## config.mk

```make
export PLATFORM = sky130hd
export DESIGN_NAME = issue_scheduler_flat
export DESIGN_NICKNAME = d
export VERILOG_FILES = /design/src/rtl/issue_scheduler_pkg.sv /design/src/rtl/issue_scheduler_if.sv /design/src/rtl/issue_scheduler_hazard_match.sv /design/src/rtl/issue_scheduler.sv /design/src/flat_wrapper.sv
export SDC_FILE = /design/constraint.sdc
export NUM_CORES = 1
export LEC_CHECK = 0
export CORE_UTILIZATION = 45
export CTS_BUF_LIST = sky130_fd_sc_hd__clkbuf_8 sky130_fd_sc_hd__clkbuf_16
export CTS_CLUSTER_DIAMETER = 30
export DETAILED_ROUTE_END_ITERATION = 10
export PLACE_DENSITY = 0.74
export SLEW_MARGIN = 5
export SYNTH_ARGS = -nofsm -noshare
export SYNTH_HDL_FRONTEND = slang
export SYNTH_SLANG_ARGS = --single-unit
```

## constraint.sdc

```tcl
create_clock -name clk -period 2.2 [get_ports clk]
set_input_delay 0.33 -clock clk [delete_from_list [all_inputs] [get_ports clk]]
set_output_delay 0.33 -clock clk [all_outputs]
set_load 0.01 [all_outputs]
```

## src/rtl/issue_scheduler_pkg.sv

```systemverilog
// Shared types and constants for the issue scheduler slice.
//   stage_rec_t   : per-stage record {valid, dest, write, load, branch}
//   sched_state_t : issue state machine encoding (RUN / FLUSH)
//   FWD_*         : operand forwarding select encodings
// Stage records carry destinations zero-extended to REC_ADDR_W bits, so any
// register-file address width up to REC_ADDR_W shares one record type.
package issue_pkg;

  localparam int REC_ADDR_W = 8;

  localparam logic [1:0] FWD_RF    = 2'd0;
  localparam logic [1:0] FWD_EXMEM = 2'd1;
  localparam logic [1:0] FWD_MEMWB = 2'd2;

  typedef enum logic [0:0] {
    RUN   = 1'b0,
    FLUSH = 1'b1
  } sched_state_t;

  typedef struct packed {
    logic                  valid;
    logic [REC_ADDR_W-1:0] dest;
    logic                  write;
    logic                  load;
    logic                  branch;
  } stage_rec_t;

endpackage

```

## src/rtl/issue_scheduler_if.sv

```systemverilog
// Decoder-to-scheduler issue bus.
//   master : decoder side, presents a decoded instruction and sees inReady
//   slave  : scheduler side, consumes the instruction and drives inReady
// Signals: inValid/inReady handshake, two source operands with used flags,
// destination with write flag, and load/branch class bits.
interface issue_scheduler_if #(
  parameter int ADDR_W = 5
);
  logic              inValid;
  logic              inReady;
  logic [ADDR_W-1:0] srcAAddr;
  logic              srcAUsed;
  logic [ADDR_W-1:0] srcBAddr;
  logic              srcBUsed;
  logic [ADDR_W-1:0] destAddr;
  logic              destWrite;
  logic              isLoad;
  logic              isBranch;

  modport master (
    output inValid, srcAAddr, srcAUsed, srcBAddr, srcBUsed,
           destAddr, destWrite, isLoad, isBranch,
    input  inReady
  );

  modport slave (
    input  inValid, srcAAddr, srcAUsed, srcBAddr, srcBUsed,
           destAddr, destWrite, isLoad, isBranch,
    output inReady
  );
endinterface

```

## src/rtl/issue_scheduler_hazard_match.sv

```systemverilog
// Combinational dependency check of one pipeline stage against one source.
//   valid/write/dest : fields of the stage record being compared
//   src/used         : source register address and its register-file read flag
//   match            : stage will produce the value this source needs
// Register 0 is hard-wired zero, so it never matches.
module hazard_match
  import issue_pkg::*;
(
  input  logic                  valid,
  input  logic                  write,
  input  logic [REC_ADDR_W-1:0] dest,
  input  logic [REC_ADDR_W-1:0] src,
  input  logic                  used,
  output logic                  match
);

  assign match = valid && write && used && (src != '0) && (dest == src);

endmodule

```

## src/rtl/issue_scheduler.sv

```systemverilog
// Issue/hazard controller between the decoder and the execute stage.
//   clk, rst_n    : rising-edge clock, asynchronous active-low reset
//   dec           : decoder issue bus (slave side, drives inReady)
//   branchTaken   : ALU compare result, only meaningful for a branch in EX
//   issueValid    : EX holds a real instruction
//   fwdSelA/B     : registered operand sources (0 RF, 1 EX/MEM, 2 MEM/WB)
//   flush         : taken branch resolving in EX this cycle
//   stallCount    : saturating count of load-use stall cycles
//   flushCount    : saturating count of taken-branch flushes
// Tracks EX/MEM/WB destination records, inserts a bubble when an instruction
// needs a load result still in EX, and squashes issue after taken branches.
module issue_scheduler
  import issue_pkg::*;
#(
  parameter int ADDR_W       = 5,
  parameter int FLUSH_CYCLES = 2,
  parameter int CNT_W        = 16
) (
  input  logic                clk,
  input  logic                rst_n,
  issue_scheduler_if.slave    dec,
  input  logic                branchTaken,
  output logic                issueValid,
  output logic [1:0]          fwdSelA,
  output logic [1:0]          fwdSelB,
  output logic                flush,
  output logic [CNT_W-1:0]    stallCount,
  output logic [CNT_W-1:0]    flushCount
);

  localparam int PAD_W = REC_ADDR_W - ADDR_W;

  stage_rec_t   exRec, memRec, wbRec, exNext;
  sched_state_t state, stateNext;
  logic [2:0]   flushCnt, flushCntNext;
  logic [1:0]   fwdANext, fwdBNext;

  logic [REC_ADDR_W-1:0] srcAExt, srcBExt, destExt;
  logic exMatchA, exMatchB, memMatchA, memMatchB;
  logic loadHazard, accept;

  // WB and the class bits of MEM are tracked for completeness of the stage
  // records but no longer influence forwarding decisions.
  logic unusedStageBits;
  assign unusedStageBits = ^{wbRec, memRec.load, memRec.branch};

  assign srcAExt = {{PAD_W{1'b0}}, dec.srcAAddr};
  assign srcBExt = {{PAD_W{1'b0}}, dec.srcBAddr};
  assign destExt = {{PAD_W{1'b0}}, dec.destAddr};

  hazard_match uExA (
    .valid(exRec.valid), .write(exRec.write), .dest(exRec.dest),
    .src(srcAExt), .used(dec.srcAUsed), .match(exMatchA)
  );

  hazard_match uExB (
    .valid(exRec.valid), .write(exRec.write), .dest(exRec.dest),
    .src(srcBExt), .used(dec.srcBUsed), .match(exMatchB)
  );

  hazard_match uMemA (
    .valid(memRec.valid), .write(memRec.write), .dest(memRec.dest),
    .src(srcAExt), .used(dec.srcAUsed), .match(memMatchA)
  );

  hazard_match uMemB (
    .valid(memRec.valid), .write(memRec.write), .dest(memRec.dest),
    .src(srcBExt), .used(dec.srcBUsed), .match(memMatchB)
  );

  // A load result is not available until MEM, so a consumer directly behind
  // a load must wait one cycle.
  assign loadHazard  = dec.inValid && exRec.load && (exMatchA || exMatchB);
  assign flush       = (state == RUN) && exRec.valid && exRec.branch && branchTaken;
  assign dec.inReady = (state == RUN) && !flush && !loadHazard;
  assign accept      = dec.inValid && dec.inReady;
  assign issueValid  = exRec.valid;

  // The flush cycle itself is the first bubble; FLUSH covers the remaining
  // FLUSH_CYCLES-1 bubbles.
  always_comb begin
    stateNext    = state;
    flushCntNext = flushCnt;
    case (state)
      RUN: begin
        if (flush && (FLUSH_CYCLES > 1)) begin
          stateNext    = FLUSH;
          flushCntNext = 3'(FLUSH_CYCLES - 1);
        end
      end
      FLUSH: begin
        flushCntNext = flushCnt - 3'd1;
        if (flushCnt <= 3'd1) begin
          stateNext = RUN;
        end
      end
      default: begin
        stateNext    = RUN;
        flushCntNext = 3'd0;
      end
    endcase
  end

  // EX priority: the youngest producer holds the newest value of a register.
  always_comb begin
    exNext   = '0;
    fwdANext = FWD_RF;
    fwdBNext = FWD_RF;
    if (accept) begin
      exNext.valid  = 1'b1;
      exNext.dest   = destExt;
      exNext.write  = dec.destWrite;
      exNext.load   = dec.isLoad;
      exNext.branch = dec.isBranch;
      fwdANext = exMatchA ? FWD_EXMEM : (memMatchA ? FWD_MEMWB : FWD_RF);
      fwdBNext = exMatchB ? FWD_EXMEM : (memMatchB ? FWD_MEMWB : FWD_RF);
    end
  end

  always_ff @(posedge clk or negedge rst_n) begin
    if (!rst_n) begin
      state    <= RUN;
      flushCnt <= 3'd0;
    end else begin
      state    <= stateNext;
      flushCnt <= flushCntNext;
    end
  end

  always_ff @(posedge clk or negedge rst_n) begin
    if (!rst_n) begin
      exRec   <= '0;
      memRec  <= '0;
      wbRec   <= '0;
      fwdSelA <= FWD_RF;
      fwdSelB <= FWD_RF;
    end else begin
      wbRec   <= memRec;
      memRec  <= exRec;
      exRec   <= exNext;
      fwdSelA <= fwdANext;
      fwdSelB <= fwdBNext;
    end
  end

  // A flush outranks a coincident load-use hazard: the dependent instruction
  // is on the wrong path, so that cycle is not counted as a stall.
  always_ff @(posedge clk or negedge rst_n) begin
    if (!rst_n) begin
      stallCount <= '0;
      flushCount <= '0;
    end else begin
      if (loadHazard && !flush && (stallCount != '1)) begin
        stallCount <= stallCount + CNT_W'(1);
      end
      if (flush && (flushCount != '1)) begin
        flushCount <= flushCount + CNT_W'(1);
      end
    end
  end

endmodule

```

## src/flat_wrapper.sv

```systemverilog
// flat-port wrapper written by rule: the top's interface ports become plain ports
module issue_scheduler_flat import issue_pkg::*;
#(
  parameter int ADDR_W       = 5,
  parameter int FLUSH_CYCLES = 2,
  parameter int CNT_W        = 16
)
  (clk, rst_n, branchTaken, issueValid, fwdSelA, fwdSelB, flush, stallCount, flushCount, dec_inValid, dec_srcAAddr, dec_srcAUsed, dec_srcBAddr, dec_srcBUsed, dec_destAddr, dec_destWrite, dec_isLoad, dec_isBranch, dec_inReady);
  issue_scheduler_if #(.ADDR_W(ADDR_W)) dec_i ();
  input  logic clk;
  input  logic rst_n;
  input  logic branchTaken;
  output logic issueValid;
  output logic [1:0] fwdSelA;
  output logic [1:0] fwdSelB;
  output logic flush;
  output logic [CNT_W-1:0] stallCount;
  output logic [CNT_W-1:0] flushCount;
  input wire logic [$bits(dec_i.inValid)-1:0] dec_inValid;
  input wire logic [$bits(dec_i.srcAAddr)-1:0] dec_srcAAddr;
  input wire logic [$bits(dec_i.srcAUsed)-1:0] dec_srcAUsed;
  input wire logic [$bits(dec_i.srcBAddr)-1:0] dec_srcBAddr;
  input wire logic [$bits(dec_i.srcBUsed)-1:0] dec_srcBUsed;
  input wire logic [$bits(dec_i.destAddr)-1:0] dec_destAddr;
  input wire logic [$bits(dec_i.destWrite)-1:0] dec_destWrite;
  input wire logic [$bits(dec_i.isLoad)-1:0] dec_isLoad;
  input wire logic [$bits(dec_i.isBranch)-1:0] dec_isBranch;
  output wire logic [$bits(dec_i.inReady)-1:0] dec_inReady;
  assign dec_i.inValid = dec_inValid;
  assign dec_i.srcAAddr = dec_srcAAddr;
  assign dec_i.srcAUsed = dec_srcAUsed;
  assign dec_i.srcBAddr = dec_srcBAddr;
  assign dec_i.srcBUsed = dec_srcBUsed;
  assign dec_i.destAddr = dec_destAddr;
  assign dec_i.destWrite = dec_destWrite;
  assign dec_i.isLoad = dec_isLoad;
  assign dec_i.isBranch = dec_isBranch;
  assign dec_inReady = dec_i.inReady;
  issue_scheduler #(.ADDR_W(ADDR_W), .FLUSH_CYCLES(FLUSH_CYCLES), .CNT_W(CNT_W)) u_core (.clk(clk), .rst_n(rst_n), .dec(dec_i), .branchTaken(branchTaken), .issueValid(issueValid), .fwdSelA(fwdSelA), .fwdSelB(fwdSelB), .flush(flush), .stallCount(stallCount), .flushCount(flushCount));
endmodule
```

[Yosys cells after proc, flatten, opt, wreduce, memory -nomap -nowiden]
Index checks and enable logic that the tools add are counted.
Storage, ports and cells
  bits in registers: 62
  input bits: 24
  output and inout bits: 39
  logic and storage cells: 68
Cells by class
  add/sub/neg operators: 3
  $lt $le $gt $ge: 1
  equal/unequal tests: 7
  muxes and demuxes: 12
  bitwise gates (word level): 1
  reduce and logical (&&, ||, !) cells: 30
Operators with widths (number)
  16-bit by 1-bit adder with 16-bit output, second input constant: 2
  8-bit by 5-bit == test with 1-bit output: 4
  16-bit != test, second input constant: 2
  1-bit logical AND: 25
  8-bit nonzero test: 2
  12-bit two-way mux: 1
  2-bit two-way mux: 6
  3-bit case mux with 2 select lines: 1
  3-bit by 1-bit less-or-equal comparator with 1-bit output, second input constant: 1
  3-bit two-way mux: 1
  3-bit by 1-bit subtractor with 3-bit output, second input constant: 1
  1-bit zero test: 2
  1-bit two-way mux: 2
  2-bit by 1-bit != test with 1-bit output, second input constant: 1
  1-bit case mux with 2 select lines: 1
  1-bit logical OR: 1
  1-bit inverter: 1

[Logic depth before layout (Yosys ltp)]
Gate-level depths: netlist of run 1.
  depth after elaboration: 10
  gate-level depth with buffers: 8
  depth with buffers taken out: 7

[Cells and area by module]
A second synthesis of run 1 with hierarchy kept.
Unflattened totals
  cells, all modules: 260
  area, all modules: 2947.8 um^2
Modules (own cells, without submodules)
  issue_scheduler: instances 1, cells an instance 204, area an instance 2507.4 um^2, sequential area each 1401.3 um^2
  hazard_match: instances 4, cells an instance 14, area an instance 110.1 um^2, sequential area each 0.0 um^2

[Least setup slack after synthesis of run 1]
No wires, ideal clock.
  path kind: in2out
  from: in dec_srcBAddr[0]
  to: out dec_inReady
  arrival: 1.858 ns
  required time: 1.870 ns
  slack: 0.012 ns
  stages: 6
  path buffers: 1
  cell sequence: or4_1 > o21ai_2 > nor4_1 > or2_1 > buf_6 > a311oi_1
On the way
  longest elaborated chain between the ends: 7
  elaborated cells on any way between the ends: 8
  those cells by class: eq/ne: 1; reduce/logical: 7
RTL lines
  start, declared: line flat_wrapper.sv:22  | input wire logic [$bits(dec_i.srcBAddr)-1:0] dec_srcBAddr;
  8-bit nonzero test: line issue_scheduler_hazard_match.sv:17  | assign match = valid && write && used && (src != '0) && (dest == src);
  1-bit logical AND: line issue_scheduler_hazard_match.sv:17
  1-bit logical AND *: line issue_scheduler_hazard_match.sv:17
  1-bit logical OR *: line issue_scheduler.sv:73  | assign loadHazard = dec.inValid && exRec.load && (exMatchA || exMatchB);
  1-bit logical AND *: line issue_scheduler.sv:73
  1-bit zero test *: line issue_scheduler.sv:75  | assign dec.inReady = (state == RUN) && !flush && !loadHazard;
  1-bit logical AND *: line issue_scheduler.sv:75
  end, declared: line flat_wrapper.sv:28  | output wire logic [$bits(dec_i.inReady)-1:0] dec_inReady;
Every way passes the cells marked *; elsewhere a longest branch is shown, timed or not.

[Final worst setup path of run 1]
  from: in dec_srcAAddr[2]
  to: out dec_inReady
On the way
  longest elaborated chain between the ends: 7
  elaborated cells on any way between the ends: 8
  those cells by class: eq/ne: 1; reduce/logical: 7
RTL lines
  start, declared: line flat_wrapper.sv:20  | input wire logic [$bits(dec_i.srcAAddr)-1:0] dec_srcAAddr;
  8-bit nonzero test: line issue_scheduler_hazard_match.sv:17
  1-bit logical AND: line issue_scheduler_hazard_match.sv:17
  1-bit logical AND *: line issue_scheduler_hazard_match.sv:17
  1-bit logical OR *: line issue_scheduler.sv:73
  1-bit logical AND *: line issue_scheduler.sv:73
  1-bit zero test *: line issue_scheduler.sv:75
  1-bit logical AND *: line issue_scheduler.sv:75
Marked as above.

==> results of run 1 <==
==> layout make-up <==
| type | instances | area share |
|---|---|---|
| Multi-Input combinational cell | 163 | 0.3253 |
| Inverter | 11 | 0.01137 |
| Tap cell | 72 | 0.02481 |
| Clock buffer | 6 | 0.02274 |
| Clock inverter | 2 | 0.003101 |
| Sequential cell | 56 | 0.3863 |
| Timing Repair Buffer | 91 | 0.2264 |
==> worst min path at each step <==
stage / from / end / slack [ps] / cells after the start
after global placement: u_core.exRec[2] / u_core.memRec[2] / 360 / 0
final: rst_n / u_core.stallCount[12] / 20 / 1
after floorplan: rst_n / u_core.exRec[0] / 30 / 0
after CTS: rst_n / u_core.flushCount[11] / 40 / 1
after global routing: rst_n / u_core.flushCount[11] / 80 / 1
after detailed placement: rst_n / u_core.stallCount[5] / 370 / 1
==> what timing repair did <==
action / CTS / global route
buffers inserted: 2 / 1
pin swaps: 8 / 3
endpoints found under the setup margin: 16 / 5
hold endpoints to repair: 0 / 0
resized for setup: 43 / 3
==> state kept, by name, summed over array words and instances (netlist names) <==
register / cells
u_core.state: 1
u_core.fwdSelB: 2
u_core.issueValid: 1
u_core.exRec: 8
u_core.flushCnt: 3
u_core.stallCount: 16
u_core.memRec: 7
u_core.fwdSelA: 2
u_core.flushCount: 16
==> kinds of logic (layout without fill, tap and decap cells) <==
| family | Yosys count | count (layout) |
|---|---|---|
| AND/OR/NAND/NOR | 95 | 95 |
| flip-flops | 56 | 56 |
| XOR/XNOR | 49 | 49 |
| buffers and inverters | 16 | 110 |
| AO/OA/AOI/OAI | 11 | 11 |
| adder cells (fa/ha/maj) | 4 | 4 |
| multiplexers | 4 | 4 |
==> routing by layer <==
layer	routed length, um	GRT usage	vias up
met2	2659	0.3219	35
met5	0	0	-
met3	175	0.03023	5
met1	2597	0.2586	973
li1	-	-	995
met4	65	0.05926	0
==> metrics by stage <==
stage            util  hold slack, ps  power (mW)  std cells  setup slack, ps
5_1_grt        0.6514           75.74       2.334        401           -54.48
4_1_cts        0.6474           38.10       2.229        400           -19.94
2_1_floorplan       -           34.41       1.446        235            11.99
3_3_place_gp   0.6278           357.1       1.650        390           -762.3
6_report       0.6514           21.60       2.215        401           -12.66
3_5_place_dp   0.6278           367.8       1.663        390           -843.9
==> cells in the final DEF (no fill, tap or decap), types with 11 or more instances in the layout <==
cell and n:
nand4_1 13, buf_4 28, clkdlybuf4s50_1 50, nor2_1 11, nand3_1 17, dfrtp_1 55, xnor2_1 32, inv_1 12
xor2_1 17, nand2_1 13
==> where the power goes <==
part	switching (mW)	total, mW	internal, mW
clock network	0.319	0.571	0.252
logic	0.195	0.437	0.241
registers	0.0860	1.21	1.12
==> key figures, run 1 <==
GRT
  – Largest net degree at the start of global routing: 32
  – First-pass GRT wire length: around 9200 um
  – Vias in the first global route: approximately 2000
  – Antenna violations before repair: 0
  – Total GRT Usage: 0.1929
  – Congestion Overflow GR: 0

Setup path
  – Critical path buffer and inverter count: 2
  – Critical Path Fanout Max: 2
  – Startpoint types: input pin
  – Critical path depth in cells: 7
  – Crit path kind: in -> out
  – R2r setup slk: 200 ps
  – CP cell instances: buf_6, or4_4, o21ai_2, nor4_2, or2_1, a311oi_2, buf_2
  – CP endpoint: dec_inReady
  – Register-to-Register Path Depth: 6
  – CP Launch Point: dec_srcAAddr[2]
  – CP required: 1870 ps
  – Worst r2r dst: u_core.stallCount[1]
  – Top cell family by delay on the critical path: simple AND/OR/NAND/NOR gates
  – Worst path max stage delay: 520 ps
  – Arr. time, crit path: 1880 ps
  – FF-to-FF Start: u_core.stallCount[7]
  – CP max stage cell: or4_4
  – Worst setup EP type: primary output

Cells and area
  – Multi-input logic area: 0.001181 sq mm
  – Storage cell area: 0.001403 sq mm
  – Finished Cell Area: 0.003631 sq mm
  – Antenna cells: 0
  – Layout cells sized above 1: 0.1824
  – Layout fillers: about 480
  – Area grow syn2layout: 38.45%
  – Final nets: roughly 360

Synth
  – Synth top area share: 0.5344
  – Seq cells post-synth: 56
  – Synthesized area: 0.002623 sq mm
  – Largest family of logic cells by synthesized area: simple AND/OR/NAND/NOR gates
  – Syn Area/Cell: 11.16 sq um
  – Synth warn: 0
  – Count leader, synth: dfrtp_1
  – Area leader, netlist: dfrtp_1
  – Most frequent cells after synthesis: 56 x dfrtp_1, 32 x xnor2_1, 17 x nand3_1, 17 x xor2_1
  – Xor/xnor cell area share of the yosys netlist: 0.1636
  – Synth Flop Type: dfrtp_1
  – Mux cell area share after synthesis: 0.01670
  – Netlist cell types: 35
  – Post-synthesis adder-cell area fraction: 0.01908
  – Area contributors post-synth: dfrtp_1 53%, xnor2_1 11%, xor2_1 5.7%
  – Post-synth EDFFs: 0
  – Synth Area in Compound Gates: 0.03340
  – Sequential area share after synthesis: 0.5344
  – FFs w/ async S/R, synth: 1.000
  – Syn nets: between 200 and 300
  – Post-synthesis simple-gate area fraction: 0.2032
  – Cells after Synth: 235

Floorplan
  – Io pins: 63
  – Core Rows: 27
  – Die extent in y: 78.34 um
  – Core area: 0.005574 sq mm
  – Die W: 78.34 um
  – Initial Util: 0.4705
  – Die area: about 0.0061 sq mm

Job
  – Max cap viols: 0

Placement
  – Routability-driven placement congestion ratio: 0.8206
  – Post-DP HPWL: 4179 um
  – Placed inst area: 0.003500 sq mm
  – Port Buffers: 62

Timing
  – RSZ-0062 raised after global routing: yes
  – Final Hold Viols: 0
  – Maximum clock frequency: 451.9 MHz
  – Setup TNS: -12.66 ps
  – Worst Max-Slew Pin Slew: 587.7 ps
  – Final setup violating endpoints: 1
  – Setup ws final: -12.66 ps
  – Pins Over Slew Limit: 0
  – Layout Skew: 7.874 ps
  – Fin crit share: 1.006
  – Worst slew margin: 0.6082
  – Period minus WS final: 2213 ps

Run status
  – Failing checks: negative setup slack
  – Status: finished, violations left

Detailed routing
  – DR vias/cell: 5.007
  – Drt wl/cell: between 10 and 15 um
  – DR iter-0 viols: 67
  – DRT Wirelength: 5497 um
  – Routed Antenna Nets: 0
  – DRC: 0
  – Drt first pass iters: 4
  – DR vias: 2008

Min path
  – HP Class: in -> async

CTS
  – Clk buf depth: 2
  – CTS tree: done
  – CTS Buf Count: 5
  – Latest clock arrival within the worst-skew pair: 300 ps
  – Clock tree sinks: 56
  – Root Buffer: clkbuf_8
  – Clock transition at path regs: 100 ps
  – Hold Buf Count CTS: 0
  – H-tree levels: 2

Pwr
  – Worst ir drop on vdd: 0.3363 mV
  – Power Dens Cells: 610.1 mW/mm^2
  – Leakage power: 1.600 nW
(Power assumes the default switching activity.)
==> inputs of run 2 (changes only) <==
--- a/config.mk
+++ b/config.mk
@@ -9,7 +9,7 @@
 export CTS_BUF_LIST = sky130_fd_sc_hd__clkbuf_8 sky130_fd_sc_hd__clkbuf_16
 export CTS_CLUSTER_DIAMETER = 30
 export DETAILED_ROUTE_END_ITERATION = 10
-export PLACE_DENSITY = 0.74
+export PLACE_DENSITY = 0.77
 export SLEW_MARGIN = 5
 export SYNTH_ARGS = -nofsm -noshare
 export SYNTH_HDL_FRONTEND = slang
==> run 2 against run 1 <==
The run still ends with negative setup slack left. Non-clock buffer count up 6. Die area unchanged. Count of clock-buffer cells in the layout down 1. Routed wire length up 2.1%. Global-route usage up 0.73 points. Sequential share of layout area down 0.85 points.
==> key figures, run 2 (synthesis gave the netlist of run 1 again) <==
Floorplan
  – Die extent in y: 78.34 um
  – Die area: 0.006137 sq mm
  – Core area: about 0.0056 sq mm
  – Die W: 78.34 um
  – Core Rows: 27
  – Io pins: 63
  – Initial Util: 0.4705

Timing
  – Maximum clock frequency: 444.8 MHz
  – Period minus WS final: ~2200 ps
  – Worst Max-Slew Pin Slew: 352.6 ps
  – Layout Skew: 2.106 ps
  – Worst slew margin: 0.7649
  – Final hold slack: about 390 ps
  – Setup TNS: -48.35 ps
  – Final Hold Viols: 0
  – RSZ-0062 raised after global routing: yes
  – Pins Over Slew Limit: 0
  – Setup ws final: -48.35 ps
  – Final setup violating endpoints: 1
  – Fin crit share: 1.022

CTS
  – Root Buffer: clkbuf_8
  – Clock tree sinks: 56
  – CTS Buf Count: 5
  – Latest clock arrival within the worst-skew pair: 300 ps
  – Clock transition at path regs: around 100 ps
  – H-tree levels: 2
  – Clk buf depth: 2
  – CTS tree: done

GRT
  – Largest net degree at the start of global routing: 30
  – First-pass GRT wire length: ~9400 um
  – Congestion Overflow GR: 0
  – Vias in the first global route: 2042
  – Total GRT Usage: 0.2002
  – Antenna violations before repair: 0

Pwr
  – Leakage power: ~1.6 nW
  – Worst ir drop on vdd: between 0.4 and 0.5 mV
  – Power Dens Cells: about 600 mW/mm^2

Setup path
  – Top cell family by delay on the critical path: simple AND/OR/NAND/NOR gates
  – Critical path buffer and inverter count: 2
  – Register-to-Register Path Depth: 6
  – Worst setup EP type: primary output
  – CP cell instances: buf_6, or4_4, o21ai_4, nor4_4, or2_1, a311oi_2, buf_2
  – R2r setup slk: approximately 190 ps
  – Arr. time, crit path: between 1500 and 2000 ps
  – Critical Path Fanout Max: 2
  – CP required: 1870 ps
  – Worst path max stage delay: roughly 530 ps
  – Startpoint types: input pin
  – CP max stage cell: or4_4
  – Crit path kind: in -> out
  – Critical path depth in cells: 7

Detailed routing
  – Routed Antenna Nets: 0
  – DRT met1 WL: 2607 um
  – Drt first pass iters: 4
  – DR vias: 2008
  – DRT Wirelength: 5614 um
  – Drt wl/cell: 13.79 um
  – Metal3 WL: roughly 160 um
  – DR iter-0 viols: slightly above 90
  – Top Metal Used: met4
  – DRC: 0
  – Metal2 WL: 2777 um
  – DR vias/cell: 4.934

Cells and area
  – Most frequent cells in the layout: 55 x dfrtp_1, 50 x clkdlybuf4s50_1, 33 x buf_4, 32 x xnor2_1
  – Commonest non-fill, non-tap cell in the layout: dfrtp_1
  – Antenna cells: 0
  – Final nets: 362
  – Area grow syn2layout: 41.56%
  – Largest registers: u_core.flushCount (16), u_core.stallCount (16), u_core.exRec (8)
  – Layout cells sized above 1: 0.1970
  – Layout fillers: 425
  – Multi-input logic area: 0.001206 sq mm
  – Storage cell area: 0.001403 sq mm
  – Finished Cell Area: 0.003712 sq mm
  – Util after Layout: 0.6660

Placement
  – Port Buffers: 62
  – Place WS: -804.7 ps
  – Post-DP HPWL: between 4000 and 5000 um
  – Placed inst area: roughly 0.0035 sq mm
  – Routability-driven placement congestion ratio: between 0.8 and 0.9

Run status
  – Failing checks: negative setup slack
  – Status: finished, violations left

Min path
  – Worst hold stages: 0
  – HP Class: reg -> reg

Job
  – Max cap viols: 0
-- run 2: cell types whose count changed in the layout (fill, tap and decap cells not counted), moves of 2 or more --
cell | previous run | this run
buf_4 | 28 | 33
nor4_2 | 2 | 0
buf_6 | 2 | 4
buf_2 | 6 | 4
nor4_4 | 0 | 2
-- run 2: final timing paths --
check | endpoint | from
max | dec_inReady | dec_srcBAddr[3]
min | u_core.memRec[2] | u_core.exRec[2]
max reg2reg | u_core.stallCount[1] | u_core.stallCount[7]
min reg2reg | u_core.memRec[2] | u_core.exRec[2]
max in group asynchronous | u_core.state | rst_n
min in group asynchronous | u_core.stallCount[1] | rst_n
-- run 2: layer usage --
metal,up-vias,GRT usage
met1,963,0.2609
met3,5,0.02558
met5,-,0
li1,1007,-
met2,33,0.3421
met4,0,0.07222
-- run 2: layout make-up --
cell class | instances | share of cell area
Multi-Input combinational cell | 163 | 0.3249
Clock inverter | 3 | 0.006404
Clock buffer | 5 | 0.01854
Sequential cell | 56 | 0.3778
Timing Repair Buffer | 97 | 0.2369
Inverter | 11 | 0.01112
Tap cell | 72 | 0.02427
-- run 2: metrics by stage --
| step | power (mW) | std cells |
|---|---|---|
| 2_1_floorplan | 1.446 | 235 |
| 3_3_place_gp | 1.661 | 391 |
| 3_5_place_dp | 1.679 | 391 |
| 4_1_cts | 2.238 | 404 |
| 5_1_grt | 2.373 | 407 |
| 6_report | 2.236 | 407 |
-- run 2: repair_timing --
item	in CTS	in global routing
pin swaps	8	6
gates cloned	0	0
resized for setup	40	10
buffers inserted	4	3
endpoints found under the hold margin	12	0
setup endpoints to repair	14	4
hold buffers	1	0
-- run 2: worst reg2reg max path: cells and delay by family, from the launching register on --
kind,cells,cell delay [ps]
DFF,1,390
muxes,1,320
and+or+nand+nor,3,920
buffers and inverters,1,160
AOI/OAI and AO/OA,1,110
-- run 2: where the power goes --
group | internal (mW) | switching, mW
combinational | 0.261 | 0.203
clock | 0.226 | 0.329
sequential | 1.12 | 0.0947
